--- config.mk ---
export PLATFORM = sky130hd
export DESIGN_NAME = cardinal_nic_fifo_if
export DESIGN_NICKNAME = d
export VERILOG_FILES = /design/src/rtl/cardinal_nic_fifo_if_pkg.sv /design/src/rtl/nic_chan_fifo.sv /design/src/rtl/cardinal_nic_fifo_if.sv
export SDC_FILE = /design/constraint.sdc
export NUM_CORES = 1
export LEC_CHECK = 0
export ABC_AREA = 1
export CORE_UTILIZATION = 52
export CTS_CLUSTER_DIAMETER = 40
export DETAILED_ROUTE_END_ITERATION = 6
export PLACE_DENSITY = 0.81
export REMOVE_ABC_BUFFERS = 1
export SYNTH_ARGS = -nofsm -noshare
export SYNTH_HDL_FRONTEND = slang
export SYNTH_HIERARCHICAL = 1
export SYNTH_SLANG_ARGS = --single-unit
--- constraint.sdc ---
create_clock -name clk -period 2.4 [get_ports clk]
set_clock_uncertainty 0.15 [all_clocks]
set_input_delay 0.24 -clock clk [delete_from_list [all_inputs] [get_ports clk]]
set_output_delay 0.24 -clock clk [all_outputs]
set_load 0.02 [all_outputs]
--- src/rtl/cardinal_nic_fifo_if_pkg.sv ---
// Shared constants for the Cardinal NIC:
// register map, status field layout and VC bit.
package cardinal_nic_fifo_if_pkg;

  localparam logic [1:0] ADDR_IN_BUF   = 2'b00;
  localparam logic [1:0] ADDR_IN_STAT  = 2'b01;
  localparam logic [1:0] ADDR_OUT_BUF  = 2'b10;
  localparam logic [1:0] ADDR_OUT_STAT = 2'b11;

  localparam int STAT_FLAG    = 63;
  localparam int STAT_CNT_MSB = 48;
  localparam int STAT_CNT_LSB = 55;
  localparam int VC_BIT       = 0;

endpackage

--- src/rtl/nic_chan_fifo.sv ---
// Single-direction packet FIFO for the NIC.
// No bypass: a pushed entry appears at head next cycle.
module nic_chan_fifo
  import cardinal_nic_fifo_if_pkg::*;
#(
  parameter int DEPTH = 2,
  parameter int PW    = 64,
  localparam int AW   = $clog2(DEPTH),
  localparam int CW   = AW + 1
) (
  input  logic          clk,
  input  logic          reset,
  input  logic          push,
  input  logic [0:PW-1] push_data,
  input  logic          pop,
  output logic [0:PW-1] head,
  output logic          full,
  output logic          empty,
  output logic [CW-1:0] count
);

  logic [0:PW-1] mem_q [DEPTH];
  logic [0:PW-1] mem_d [DEPTH];
  logic [AW-1:0] wr_q, wr_d;
  logic [AW-1:0] rd_q, rd_d;
  logic [CW-1:0] cnt_q, cnt_d;
  logic          do_push;
  logic          do_pop;

  assign full  = (cnt_q == CW'(DEPTH));
  assign empty = (cnt_q == '0);
  assign count = cnt_q;
  assign head  = mem_q[rd_q];

  always_comb begin
    do_push = push & ~full;
    do_pop  = pop & ~empty;
    mem_d   = mem_q;
    if (do_push) mem_d[wr_q] = push_data;
    // power-of-two depth: pointers wrap naturally
    wr_d  = wr_q + AW'(do_push);
    rd_d  = rd_q + AW'(do_pop);
    cnt_d = cnt_q + CW'(do_push) - CW'(do_pop);
  end

  always_ff @(posedge clk or negedge reset) begin
    if (!reset) begin
      for (int i = 0; i < DEPTH; i++) mem_q[i] <= '0;
      wr_q  <= '0;
      rd_q  <= '0;
      cnt_q <= '0;
    end else begin
      mem_q <= mem_d;
      wr_q  <= wr_d;
      rd_q  <= rd_d;
      cnt_q <= cnt_d;
    end
  end

endmodule

--- src/rtl/cardinal_nic_fifo_if.sv ---
// Memory-mapped NIC between a Cardinal CPU and its
// ring router: one FIFO per direction plus status regs.
module cardinal_nic_fifo_if
  import cardinal_nic_fifo_if_pkg::*;
#(
  parameter int DEPTH = 2,
  parameter int PW    = 64,
  localparam int CW   = $clog2(DEPTH) + 1
) (
  input  logic          clk,
  input  logic          reset,
  input  logic [0:1]    addr,
  input  logic [0:PW-1] d_in,
  output logic [0:PW-1] d_out,
  input  logic          nicEn,
  input  logic          nicWrEn,
  input  logic          net_si,
  output logic          net_ri,
  input  logic [0:PW-1] net_di,
  output logic          net_so,
  input  logic          net_ro,
  output logic [0:PW-1] net_do,
  input  logic          net_polarity
);

  logic          rd_en, wr_en;
  logic          in_push, in_pop;
  logic [0:PW-1] in_head;
  logic          in_full, in_empty;
  logic [CW-1:0] in_cnt;
  logic          out_push, out_pop;
  logic [0:PW-1] out_head;
  logic          out_full, out_empty;
  logic [CW-1:0] out_cnt;

  nic_chan_fifo #(.DEPTH(DEPTH), .PW(PW)) u_in_fifo (
    .clk       (clk),
    .reset     (reset),
    .push      (in_push),
    .push_data (net_di),
    .pop       (in_pop),
    .head      (in_head),
    .full      (in_full),
    .empty     (in_empty),
    .count     (in_cnt)
  );

  nic_chan_fifo #(.DEPTH(DEPTH), .PW(PW)) u_out_fifo (
    .clk       (clk),
    .reset     (reset),
    .push      (out_push),
    .push_data (d_in),
    .pop       (out_pop),
    .head      (out_head),
    .full      (out_full),
    .empty     (out_empty),
    .count     (out_cnt)
  );

  always_comb begin
    rd_en    = nicEn & ~nicWrEn;
    wr_en    = nicEn & nicWrEn;
    net_ri   = reset & ~in_full;
    in_push  = net_si & net_ri;
    in_pop   = rd_en & (addr == ADDR_IN_BUF) & ~in_empty;
    out_push = wr_en & (addr == ADDR_OUT_BUF) & ~out_full;
    net_do   = out_empty ? '0 : out_head;
    // router only takes packets on its current VC phase
    net_so   = ~out_empty & net_ro
             & (out_head[VC_BIT] == net_polarity);
    out_pop  = net_so;
  end

  always_comb begin
    d_out = '0;
    if (rd_en && reset) begin
      unique case (1'b1)
        (addr == ADDR_IN_BUF): begin
          if (!in_empty) d_out = in_head;
        end
        (addr == ADDR_IN_STAT): begin
          d_out[STAT_FLAG] = ~in_empty;
          d_out[STAT_CNT_MSB:STAT_CNT_LSB] = 8'(in_cnt);
        end
        (addr == ADDR_OUT_STAT): begin
          d_out[STAT_FLAG] = out_full;
          d_out[STAT_CNT_MSB:STAT_CNT_LSB] = 8'(out_cnt);
        end
        default: d_out = '0;
      endcase
    end
  end

endmodule

======== After elaboration in Yosys (flattened, before gate mapping) ========
Index checks and enable logic that the tools add are counted.
word-level totals
  bits in registers ....................... 264
  word-level logic and storage cells ...... 78
  input bits .............................. 137
  output and inout bits ................... 130
cells by class
  mux-type cells .......................... 19
  equal/unequal tests ..................... 6
  $lt $le $gt $ge ......................... 6
  add/sub/neg operators ................... 8
  reduce and logical (&&, ||, !) cells .... 6
  bitwise gates (word level) .............. 23
operator list
  operator                                                                      count
  64-bit two-way mux                                                            11
  128-bit bitwise mux                                                           2
  64-bit demux with 1-bit select                                                2
  48-bit two-way mux                                                            1
  8-bit case mux with 3 select lines                                            1
  1-bit bitwise AND                                                             14
  2-bit equality test, second input constant                                    4
  2-bit greater-or-equal comparator, second input constant                      4
  1-bit NOT with 2-bit output                                                   4
  7-bit two-way mux                                                             1
  2-bit zero test                                                               3
  1-bit NOT                                                                     5
  1-bit adder                                                                   4
  2-bit by 1-bit adder with 2-bit output                                        2
  2-bit by 1-bit less-than comparator with 1-bit output, second input constant  2
  2-bit by 1-bit subtractor with 2-bit output                                   2
  1-bit logical AND                                                             3
  1-bit case mux with 3 select lines                                            1
  2-bit by 1-bit equality test with 1-bit output, second input constant         1
  1-bit equality test                                                           1

======== Longest topological paths before layout ========
  depth after elaboration ................. 8
  depth in mapped cells ................... 15

======== Modules after synthesis ========
The synthesis kept the hierarchy.
by module, submodules not included
  module                cells each  instances  area each (µm²)  seq. area each (µm²)
  nic_chan_fifo         714         2          5840.6           3303.2
  cardinal_nic_fifo_if  244         1          1356.3           0.0

======== Worst setup path before layout ========
Ideal clock, no wire load.
  path kind ............................... register to register
  from .................................... register u_out_fifo.rd_q
  to ...................................... register u_out_fifo.cnt_q[1] (netlist: u_out_fifo/count[1])
  library setup time ...................... 0.116 ns
  data arrival time ....................... 2.255 ns
  slack ................................... -0.122 ns
  stages on the path, launching flop included .. 16
  required time ........................... 2.134 ns
  cell sequence ........................... dfrtp_1 buf_6 buf_4 nand2_1 o21ai_0 inv_1 o21ai_0 nor3_1 nand2_1 inv_1 ha_1 inv_1 ha_1 inv_1 nand2_1 nand2_1
between the ends
  word-level cells in the longest chain between the ends .. 8
ends and longest elaborated chain
  what                                                   RTL line                    RTL
  from (decl)                                            nic_chan_fifo.sv:25         logic [AW-1:0] rd_q, rd_d;
  from (signal assigned)                                 nic_chan_fifo.sv:55         rd_q <= rd_d;
  1-bit NOT with 2-bit output (not written as such)      nic_chan_fifo.sv:33         assign head = mem_q[rd_q];
  64-bit two-way mux (not written as such) (3 in a row)  nic_chan_fifo.sv:33
  net out_head, one bit                                  cardinal_nic_fifo_if.sv:32  logic [0:PW-1] out_head;
  1-bit equality test                                    cardinal_nic_fifo_if.sv:70  & (out_head[VC_BIT] == net_polarity);
  1-bit bitwise AND                                      cardinal_nic_fifo_if.sv:70
  net net_so                                             cardinal_nic_fifo_if.sv:20  output logic net_so,
  1-bit bitwise AND                                      nic_chan_fifo.sv:37         do_pop = pop & ~empty;
  2-bit by 1-bit subtractor with 2-bit output            nic_chan_fifo.sv:43         cnt_d = cnt_q + CW'(do_push) - CW'(do_pop);
  net u_out_fifo.cnt_d[1]                                nic_chan_fifo.sv:26         logic [CW-1:0] cnt_q, cnt_d;
  to (signal assigned)                                   nic_chan_fifo.sv:56         cnt_q <= cnt_d;
  to (decl)                                              nic_chan_fifo.sv:26
The timed path passes the listed nets, and every way through them passes these cells. The select of a mux whose other input is x is not followed.
A chain may end at the register's enable or synchronous reset.

======== Worst setup path in the final report ========
  from .................................... register u_in_fifo.cnt_q[1] (netlist: u_in_fifo/count[1])
  to ...................................... output d_out[16] (netlist bit)
between the ends
  word-level cells in the longest chain between the ends .. 4
ends and longest elaborated chain
  what                    RTL line                    RTL
  from (decl)             nic_chan_fifo.sv:26
  from (signal assigned)  nic_chan_fifo.sv:56
  2-bit zero test         nic_chan_fifo.sv:31         assign empty = (cnt_q == '0);
  net in_empty            cardinal_nic_fifo_if.sv:29  logic in_full, in_empty;
  64-bit two-way mux      cardinal_nic_fifo_if.sv:79  if (!in_empty) d_out = in_head;
  48-bit two-way mux      cardinal_nic_fifo_if.sv:77  unique case (1'b1)
  64-bit two-way mux      cardinal_nic_fifo_if.sv:76  if (rd_en && reset) begin
  to (decl)               cardinal_nic_fifo_if.sv:14  output logic [0:PW-1] d_out,
The timed path passes the listed nets, and every way through them passes these cells.

==> impl_metrics.ini <==
[synthesis]
yosysUniqueCellTypes = 21
synth_cells = 1672
ys_ff_latch = 264
ys_seq_area_frac = 0.507
avgSynthCellArea_um2 = 7.80
syn_area_um2 = 13000
ys_warn_count = 6

[place]
place_congestion = 0.830
dp_hpwl_um = 21500
post-place-cells = 2196
port-buffer-count = 266

[timing]
timing.final.crit_period_ns = 2.50
tightest_slew_ns = 0.717
rsz0062_at_grt = yes
max_freq_mhz = 399
max-slew-margin-rel = 0.522
setup_viol = 20
finalMaxSlewViolations = 0
fin_crit_sh = 1.04
setup_slack_ns = -0.104
finalHoldViolCount = 0

[clocking]
clk_pin_slew_ns = 0.06
root_buffer = clkbuf_16
cts.sinks = 264
ctsLongestPathBuffers = 3
clk_latency_ns = 0.50
cts_buffers = 36
cts_tree = built
htree_levels = 2

[finish]
layout_common_cells = nand2_1 (405), o21ai_0 (355), inv_1 (344), dfrtp_1 (262), clkdlybuf4s50_1 (136)
mostFrequentLayoutCell = nand2_1
stdcell_count = 2285
syn2layout_area_growth_pct = 32.5
drive_above_1_share = 0.144
num-nets-final = 2079
fillers = 1858

[global_route]
grt_pass1_wl_um = 55100
groute.layer.met2.usage = 0.438
antenna_found_initial = 3
use_met1 = 0.333
grt_pass1_vias = 11351
grt-busiest-layer = met2
grt_use_total = 0.264
grt_max_degree = 131
overflow = 0
use_met3 = 0.0439

[worst_setup_path]
timing.rr.start = u_in_fifo/count[1]
critPathLaunch = u_in_fifo/count[1]
crit_arrival_ns = 2.11
path_buf_inv = 4
crit_chain = inv_2 > nand2_2 > inv_2 > nor2_4 > nand2_8 > buf_16 > nor3b_1 > clkdlybuf4s15_2
critical_path_required_ns = 2.01
crit_top_cell = inv_2
r2r-end = u_in_fifo/count[1]
worstSetupPathType = flip-flop to primary output
r2r_setup_slack_ns = 0.15
cp_max_fo = 31
reg2reg_depth = 16
crit_family = buffers and inverters
slowest_stage = dfrtp_1
critPathMaxStageDelay_ns = 0.37
start_kind = flip-flop
endpoint_kind = primary output

[power]
power.density_nw_per_um2 = 1320
max-vdd-ir-drop_uv = 831
p_leak_nw = 8.37
p_total_mw = 22.8

[die]
start_util = 0.533
die_x_um = 160
fp.coreArea_um2 = 24500
die-area_um2 = 25700
num_rows = 57
dieHeight_um = 160
ios = 267

[worst_hold_path]
hold_start = d_in[27]
holdCritPathClass = primary input to flip-flop
whs_path_depth = 3
holdPathEnd = u_out_fifo/mem_q[36]

[detailed_routing]
routedWlPerCell_um = 14.8
detail_route.iter0.violations = 817
wl_um = 33900
ant_nets = 0
firstDrtPassIters = 5
dr_total_vias = 11434
drc_errors = 0
via_per_inst = 5.00

[run_status]
status = finished with violations
violations = negative setup slack

[job]
cap_violations = 0
[worst max path at each step]
stage | slack, ns | cells after the start | to
global placement | 0.05 | 6 | d_out[49]
finish | -0.10 | 8 | d_out[16]
floorplan | -1.70 | 12 | u_out_fifo/count[1]
CTS | -0.11 | 8 | d_out[16]
detailed placement | -0.06 | 6 | d_out[16]
global route | -0.18 | 10 | d_out[7]
[state kept, by name, indices dropped and copies added, names as in the netlist]
signal / count
u_in_fifo/mem_q: 128
u_out_fifo/mem_q: 128
u_in_fifo/count: 2
u_out_fifo/count: 2
u_in_fifo/rd_q: 1
u_in_fifo/wr_q: 1
u_out_fifo/rd_q: 1
u_out_fifo/wr_q: 1
[synth_stat cells, drive strengths merged]
cell,n,area [um2]
buf,91,547
nand2,409,1540
o21ai,388,1940
nor3,2,10.0
nand3,11,67.6
nor3b,62,521
nor2,76,293
dfrtp,264,6610
ha,8,100
inv,348,1310
a21oi,1,5.00
clkbuf,12,97.6
[layer usage]
layer / vias to the layer above / share of wire
met3: 102 / 0.047
met1: 5355 / 0.41
li1: 5628 / -
met4: 0 / 0.045
met5: - / 0
met2: 349 / 0.49
[worst min-delay path, cell delays in order]
cell,delay [ns]
clkdlybuf4s50_1,0.42
nand2_1,0.06
o21ai_0,0.07
[layout make-up]
cell class | instances | area, um2 | share of cell area
flip-flops and latches | 264 | 6610 | 0.383
repair buffers | 327 | 3040 | 0.176
multi-input cells | 957 | 4670 | 0.270
well taps | 324 | 405 | 0.0235
clock inverters | 18 | 235 | 0.0136
diodes | 3 | 7.51 | 0.000435
inverters | 348 | 1310 | 0.0759
clock buffers | 44 | 992 | 0.0574
[through the flow]
| stage | hold slack [ns] | setup TNS, ns | instance area [um2] | util | setup WS [ns] |
|---|---|---|---|---|---|
| 2_1_floorplan | -0.206 | -338.03 | 12400 | - | -1.70 |
| 3_3_place_gp | 0.235 | 0 | 16000 | 0.655 | 0.0480 |
| 3_5_place_dp | 0.243 | -0.207 | 16000 | 0.655 | -0.0570 |
| 4_1_cts | 0.156 | -0.472 | 17200 | 0.702 | -0.113 |
| 5_1_grt | 0.174 | -4.91 | 17300 | 0.706 | -0.183 |
| 6_report | 0.166 | -0.748 | 17300 | 0.706 | -0.104 |
[where the power goes]
group          switching [mW]  internal (mW)
Sequential              0.963           6.70
Clock                    1.93           3.48
Combinational            6.02           3.75
Total                    8.91           13.9
[what timing repair did]
| item | in CTS | in global routing |
|---|---|---|
| hold endpoints to repair | 213 | 0 |
| endpoints found under the setup margin | 129 | 116 |
| pin swaps | 2 | 10 |
| buffers inserted | 10 | 8 |
| gates cloned | 4 | 1 |
| hold buffers | 1 | 0 |
| resized for setup | 458 | 124 |
[cells by family after synthesis]
| group | share of synthesized area |
|---|---|
| adder cells (fa/ha/maj) | 0.00768 |
| AO/OA/AOI/OAI | 0.149 |
| buffers and inverters | 0.150 |
| flip-flops | 0.507 |
| AND/OR/NAND/NOR | 0.187 |
No activity file was read; power rests on OpenSTA's default activity.
